### src/rtl/bin2bcd_seq.sv
// Iterative double-dabble binary-to-BCD converter feeding the FND digit scanner.
// Optional leading-zero blank mask: define LEADING_ZERO_BLANK_EN.
module bin2bcd_seq #(
  parameter int BIN_W  = 32,
  parameter int DIGITS = 8
) (
  input  logic                  sysclk,
  input  logic                  rstn,
  input  logic                  start,
  input  logic [BIN_W-1:0]      bin_in,
  output logic                  busy,
  output logic                  done,
  output logic [4*DIGITS-1:0]   bcd_out,
  output logic                  ovf,
  output logic [DIGITS-1:0]     blank
);

  localparam int BCD_W  = 4 * DIGITS;
  localparam int ITER_W = $clog2(BIN_W + 1);
  localparam logic [ITER_W-1:0] LAST_ITER = ITER_W'(BIN_W - 1);

  typedef enum logic {IDLE, SHIFT} state_t;

  state_t             state_q, state_d;
  logic [BIN_W-1:0]   shift_q, shift_d;
  logic [BCD_W-1:0]   work_q, work_d;
  logic               sticky_q, sticky_d;
  logic [ITER_W-1:0]  iter_q, iter_d;
  logic               busy_q, busy_d;
  logic               done_q, done_d;
  logic [BCD_W-1:0]   bcd_out_q, bcd_out_d;
  logic               ovf_q, ovf_d;

  logic [BCD_W-1:0]   work_adj;
  logic [BCD_W-1:0]   work_shift;
  logic [BIN_W-1:0]   bin_shift;
  logic               sticky_next;

  // Add-3 correction per digit, then one left shift of {BCD, bin}
  always_comb begin
    work_adj = work_q;
    for (int i = 0; i < DIGITS; i++) begin
      if (work_q[4*i +: 4] >= 4'd5) begin
        work_adj[4*i +: 4] = work_q[4*i +: 4] + 4'd3;
      end
    end
    work_shift  = {work_adj[BCD_W-2:0], shift_q[BIN_W-1]};
    bin_shift   = {shift_q[BIN_W-2:0], 1'b0};
    sticky_next = sticky_q | work_adj[BCD_W-1];
  end

  always_comb begin
    state_d   = state_q;
    shift_d   = shift_q;
    work_d    = work_q;
    sticky_d  = sticky_q;
    iter_d    = iter_q;
    busy_d    = busy_q;
    done_d    = 1'b0;
    bcd_out_d = bcd_out_q;
    ovf_d     = ovf_q;
    unique case (state_q)
      IDLE: begin
        if (start) begin
          shift_d  = bin_in;
          work_d   = '0;
          sticky_d = 1'b0;
          iter_d   = '0;
          busy_d   = 1'b1;
          state_d  = SHIFT;
        end
      end
      SHIFT: begin
        shift_d  = bin_shift;
        work_d   = work_shift;
        sticky_d = sticky_next;
        iter_d   = iter_q + 1'b1;
        if (iter_q == LAST_ITER) begin
          bcd_out_d = work_shift;
          ovf_d     = sticky_next;
          done_d    = 1'b1;
          busy_d    = 1'b0;
          state_d   = IDLE;
        end
      end
      default: state_d = IDLE;
    endcase
  end

  always_ff @(posedge sysclk or negedge rstn) begin
    if (!rstn) begin
      state_q   <= IDLE;
      shift_q   <= '0;
      work_q    <= '0;
      sticky_q  <= 1'b0;
      iter_q    <= '0;
      busy_q    <= 1'b0;
      done_q    <= 1'b0;
      bcd_out_q <= '0;
      ovf_q     <= 1'b0;
    end else begin
      state_q   <= state_d;
      shift_q   <= shift_d;
      work_q    <= work_d;
      sticky_q  <= sticky_d;
      iter_q    <= iter_d;
      busy_q    <= busy_d;
      done_q    <= done_d;
      bcd_out_q <= bcd_out_d;
      ovf_q     <= ovf_d;
    end
  end

`ifdef LEADING_ZERO_BLANK_EN
  logic [DIGITS-1:0] blank_q, blank_d;
  logic              upper_zero;

  // Digit 0 is never blanked so a zero value still shows one "0"
  always_comb begin
    blank_d    = blank_q;
    upper_zero = 1'b1;
    if (state_q == SHIFT && iter_q == LAST_ITER) begin
      blank_d = '0;
      for (int i = DIGITS - 1; i >= 1; i--) begin
        upper_zero = upper_zero & (work_shift[4*i +: 4] == 4'd0);
        blank_d[i] = upper_zero;
      end
    end
  end

  always_ff @(posedge sysclk or negedge rstn) begin
    if (!rstn) blank_q <= '0;
    else       blank_q <= blank_d;
  end

  assign blank = blank_q;
`else
  assign blank = '0;
`endif

  assign busy    = busy_q;
  assign done    = done_q;
  assign bcd_out = bcd_out_q;
  assign ovf     = ovf_q;

endmodule
### config.mk
export PLATFORM = sky130hd
export DESIGN_NAME = bin2bcd_seq
export DESIGN_NICKNAME = d
export VERILOG_FILES = /design/src/rtl/bin2bcd_seq.sv
export SDC_FILE = /design/constraint.sdc
export NUM_CORES = 1
export LEC_CHECK = 0
export ABC_CLOCK_PERIOD_IN_PS = 2900
export CAP_MARGIN = 10
export CORE_MARGIN = 2
export CORE_UTILIZATION = 45
export CTS_BUF_LIST = sky130_fd_sc_hd__clkbuf_2
export CTS_CLUSTER_SIZE = 25
export DETAILED_ROUTE_END_ITERATION = 16
export DONT_BUFFER_PORTS = 1
export SYNTH_ARGS = -nofsm -noshare
export SYNTH_HDL_FRONTEND = slang
export SYNTH_SLANG_ARGS = --single-unit
### constraint.sdc
create_clock -name sysclk -period 2.9 [get_ports sysclk]
set_input_delay 0.29 -clock sysclk [delete_from_list [all_inputs] [get_ports sysclk]]
set_output_delay 0.29 -clock sysclk [all_outputs]
set_load 0.005 [all_outputs]
==> impl_metrics.yaml <==
run_status:
  status: "complete, no violations"
floorplan:
  coreArea_um2: 11500
  die_x_um: 113
  num_rows: 39
  fp.dieH_um: 113
  start_util_pct: 46.4
  io_pins: 78
  dieArea_um2: 12700
timing:
  skew_ns: 0.0346
  whs_ns: 0.111
  max_freq_mhz: 503
  fin_crit_ns: 1.99
  worst_pin_slew_ns: 0.524
  hold_viol_final: 0
  final.setup.worst_slack_ns: 0.913
  rsz0062_at_grt: "false"
  drv_slew: 0
  fin_setup_tns_ns: 0
  slew_headroom_pct: 65.1
  min_period_over_period_pct: 68.5
  finalSetupViolations: 0
setup_path:
  path_buf_inv: 1
  critPathSlowestCell: "dfrtp_4"
  cp_cell_sequence: "buf_4, nand4_1, o211ai_1, o31ai_1"
  reg2reg_slack_ns: 0.91
  worstSetupStartpointType: "flop"
  cp.arrival_ns: 2.48
  path_delay_family: "flip-flops"
  critPathRequiredTime_ns: 3.39
  path_max_fanout: 65
  critPathLaunch: "state_q"
  slowest_delay_ns: 0.76
  endpoint_kind: "flop"
  r2r-end: "iter_q[5]"
  r2r_start: "state_q"
  r2r_cells: 4
  worstSetupPathType: "reg -> reg"
route:
  maxUsedRoutingLayer: "met4"
  vias: 3425
  drc_errors: 0
  met1_length_um: 4730
  wl_met3_um: 530
  drt_iter0_markers: 101
  ant_nets: 0
  dr.pass1.iters: 5
  routed_wirelength_um: 9880
  wl_per_cell_um: 15.0
  viasPerCell: 5.21
  dr_wl_met2_um: 4520
cts:
  clk_latency_ns: 0.57
  clk_pin_slew_ns: 0.26
  cts_hold_buf: 35
  post_cts_buffers: 0
  cts_resized: 0
  cts_buffers: 9
  clockRootBuffer: "clkbuf_2"
  cts_sinks: 107
  cts_tree: "yes"
  cts_buffer_depth: 2
  cts-htree-levels: 3
global_routing:
  grt_antenna_before_repair: 0
  grt_pass1_vias: 3504
  grt.total_usage_pct: 16.8
  grt_max_degree: 108
  grt_first_pass_wirelength_um: 17400
  gr-total-overflow: 0
job:
  cap_violations: 0
hold_path:
  min_to: "work_q[0]"
  min-delay-start: "start"
  hp-class: "in -> reg"
  min_path_cells: 2
logic_synthesis:
  synth_area_um2: 5320
  syn_inst: 488
  synth_warnings: 0
  synth_area_leaders: "dfrtp_1 50%, mux2i_1 9.8%, mux2_4 4.5%"
  synth_top_area_share_pct: 50.3
  yosys.area.top_type: "dfrtp_1"
  ys_ff_latch: 107
  synth-seq-area-share_pct: 50.3
  syn-mean-instance-area_um2: 10.9
  synth_cell_type_count: 35
finish:
  area_growth_syn_to_layout_pct: 8.77
  final_cells: 658
  final_nets: 562
  fillCellCount: 1063
  antennaDiodeCount: 0
  drive_gt1_share_pct: 7.96
power:
  ir_drop_v: 0.000340
  powerDensity_nw_per_um2: 931
  p_leak_nw: 2.79
placement:
  routabilityCongestion: 0.723
  post-place-ws_ns: 0.923
  placed_cells: 607
  io_buffers: 0
  hpwl_um: 6300
==> routing by layer <==
| metal | global-route usage, % | vias to the layer above |
|---|---|---|
| met4 | 5.61 | 0 |
| met5 | 0 | - |
| li1 | - | 1706 |
| met1 | 22.4 | 1651 |
| met3 | 4.87 | 10 |
| met2 | 26.6 | 58 |
==> stage by stage <==
stage               utilization, %  power, mW  area [um2]
floorplan                        -       4.34        5350
global placement              46.4       4.69        5330
detailed placement            46.4       4.80        5330
CTS                           50.5       5.47        5790
global route                  50.5       5.92        5790
finish                        50.5       5.39        5790
==> state kept, by name, indices dropped and copies added (netlist names) <==
| name | count |
|---|---|
| bcd_out | 32 |
| shift_q | 32 |
| work_q | 32 |
| iter_q | 6 |
| busy | 1 |
| done | 1 |
| ovf | 1 |
| state_q | 1 |
| sticky_q | 1 |
==> power breakdown <==
part / leakage (nW) / switching [mW] / total, mW / internal, mW
clock network: 0.0559 / 0.464 / 0.572 / 0.108
logic: 1.36 / 1.07 / 2.18 / 1.11
registers: 1.37 / 0.540 / 2.64 / 2.10
total: 2.79 / 2.08 / 5.39 / 3.31
==> Yosys cell counts (all sizes together) <==
library cell  instances
buf                  30
o211ai                1
nand2b               13
a21o                 18
nand4                 1
mux2                 18
o31ai                 2
xnor2                 9
nor2                 23
nor3                  8
nor3b                19
nand4b                1
a31oi                 3
a22o                  1
ha                   17
nand2                56
dfrtp               107
xor2                  1
a32o                  3
a211oi                1
conb                  1
nand3                 2
or2b                  1
mux2i                52
a21oi                33
clkbuf                4
inv                  18
o21ai                45
==> worst max-delay path by stage <==
stage                   to  depth (start not counted)
2_1_floorplan  bcd_out[10]                          5
3_3_place_gp     iter_q[5]                          4
3_5_place_dp     iter_q[5]                          4
4_1_cts          iter_q[5]                          4
5_1_grt          iter_q[5]                          4
6_report         iter_q[5]                          4
==> cells in the final DEF, fill, tap and decap left out, drive strengths merged <==
cell type	Yosys	layout
inv	18	18
nor3	8	8
nand3	2	2
mux2i	52	52
o211ai	1	1
o31ai	2	2
dfrtp	107	107
clkbuf	4	11
a32o	3	3
nor3b	19	19
ha	17	17
a22o	1	1
xor2	1	1
a211oi	1	1
mux2	18	18
nand4	1	1
nand2b	13	13
nand4b	1	1
o21ai	45	45
nand2	56	56
or2b	1	1
nor2	23	23
a21o	18	18
a31oi	3	3
dlygate4sd3	0	33
conb	1	8
xnor2	9	9
buf	30	5
a21oi	33	33
clkinv	0	5
==> area by class of cell <==
class,count,area (um2),share of cell area [%]
timing repair buffer,38,420,7.27
inverter,18,67.6,1.17
clock inverter,5,20.0,0.346
multi-input combinational,336,2360,40.8
tap,143,179,3.09
clock buffer,11,55.1,0.952
sequential,107,2680,46.3
==> worst reg2reg max path, delay by kind of cell, from the launching register on <==
| kind | cells | cell delay, ns |
|---|---|---|
| buffers and inverters | 1 | 0.52 |
| AO/OA/AOI/OAI | 2 | 0.33 |
| flip-flops | 1 | 0.76 |
| AND/OR/NAND/NOR | 1 | 0.30 |
==> logic make-up after synthesis <==
kind of cell | after synthesis | share of synthesized area, %
AO/OA/AOI/OAI | 107 | 11.7
XOR/XNOR | 10 | 1.65
adder cells (fa/ha/maj) | 17 | 4.00
buffers and inverters | 52 | 5.74
flip-flops | 107 | 50.3
multiplexers | 70 | 14.7
other | 1 | 0.0705
AND/OR/NAND/NOR | 124 | 11.7
Note: power is estimated with default switching activity, not from simulation.
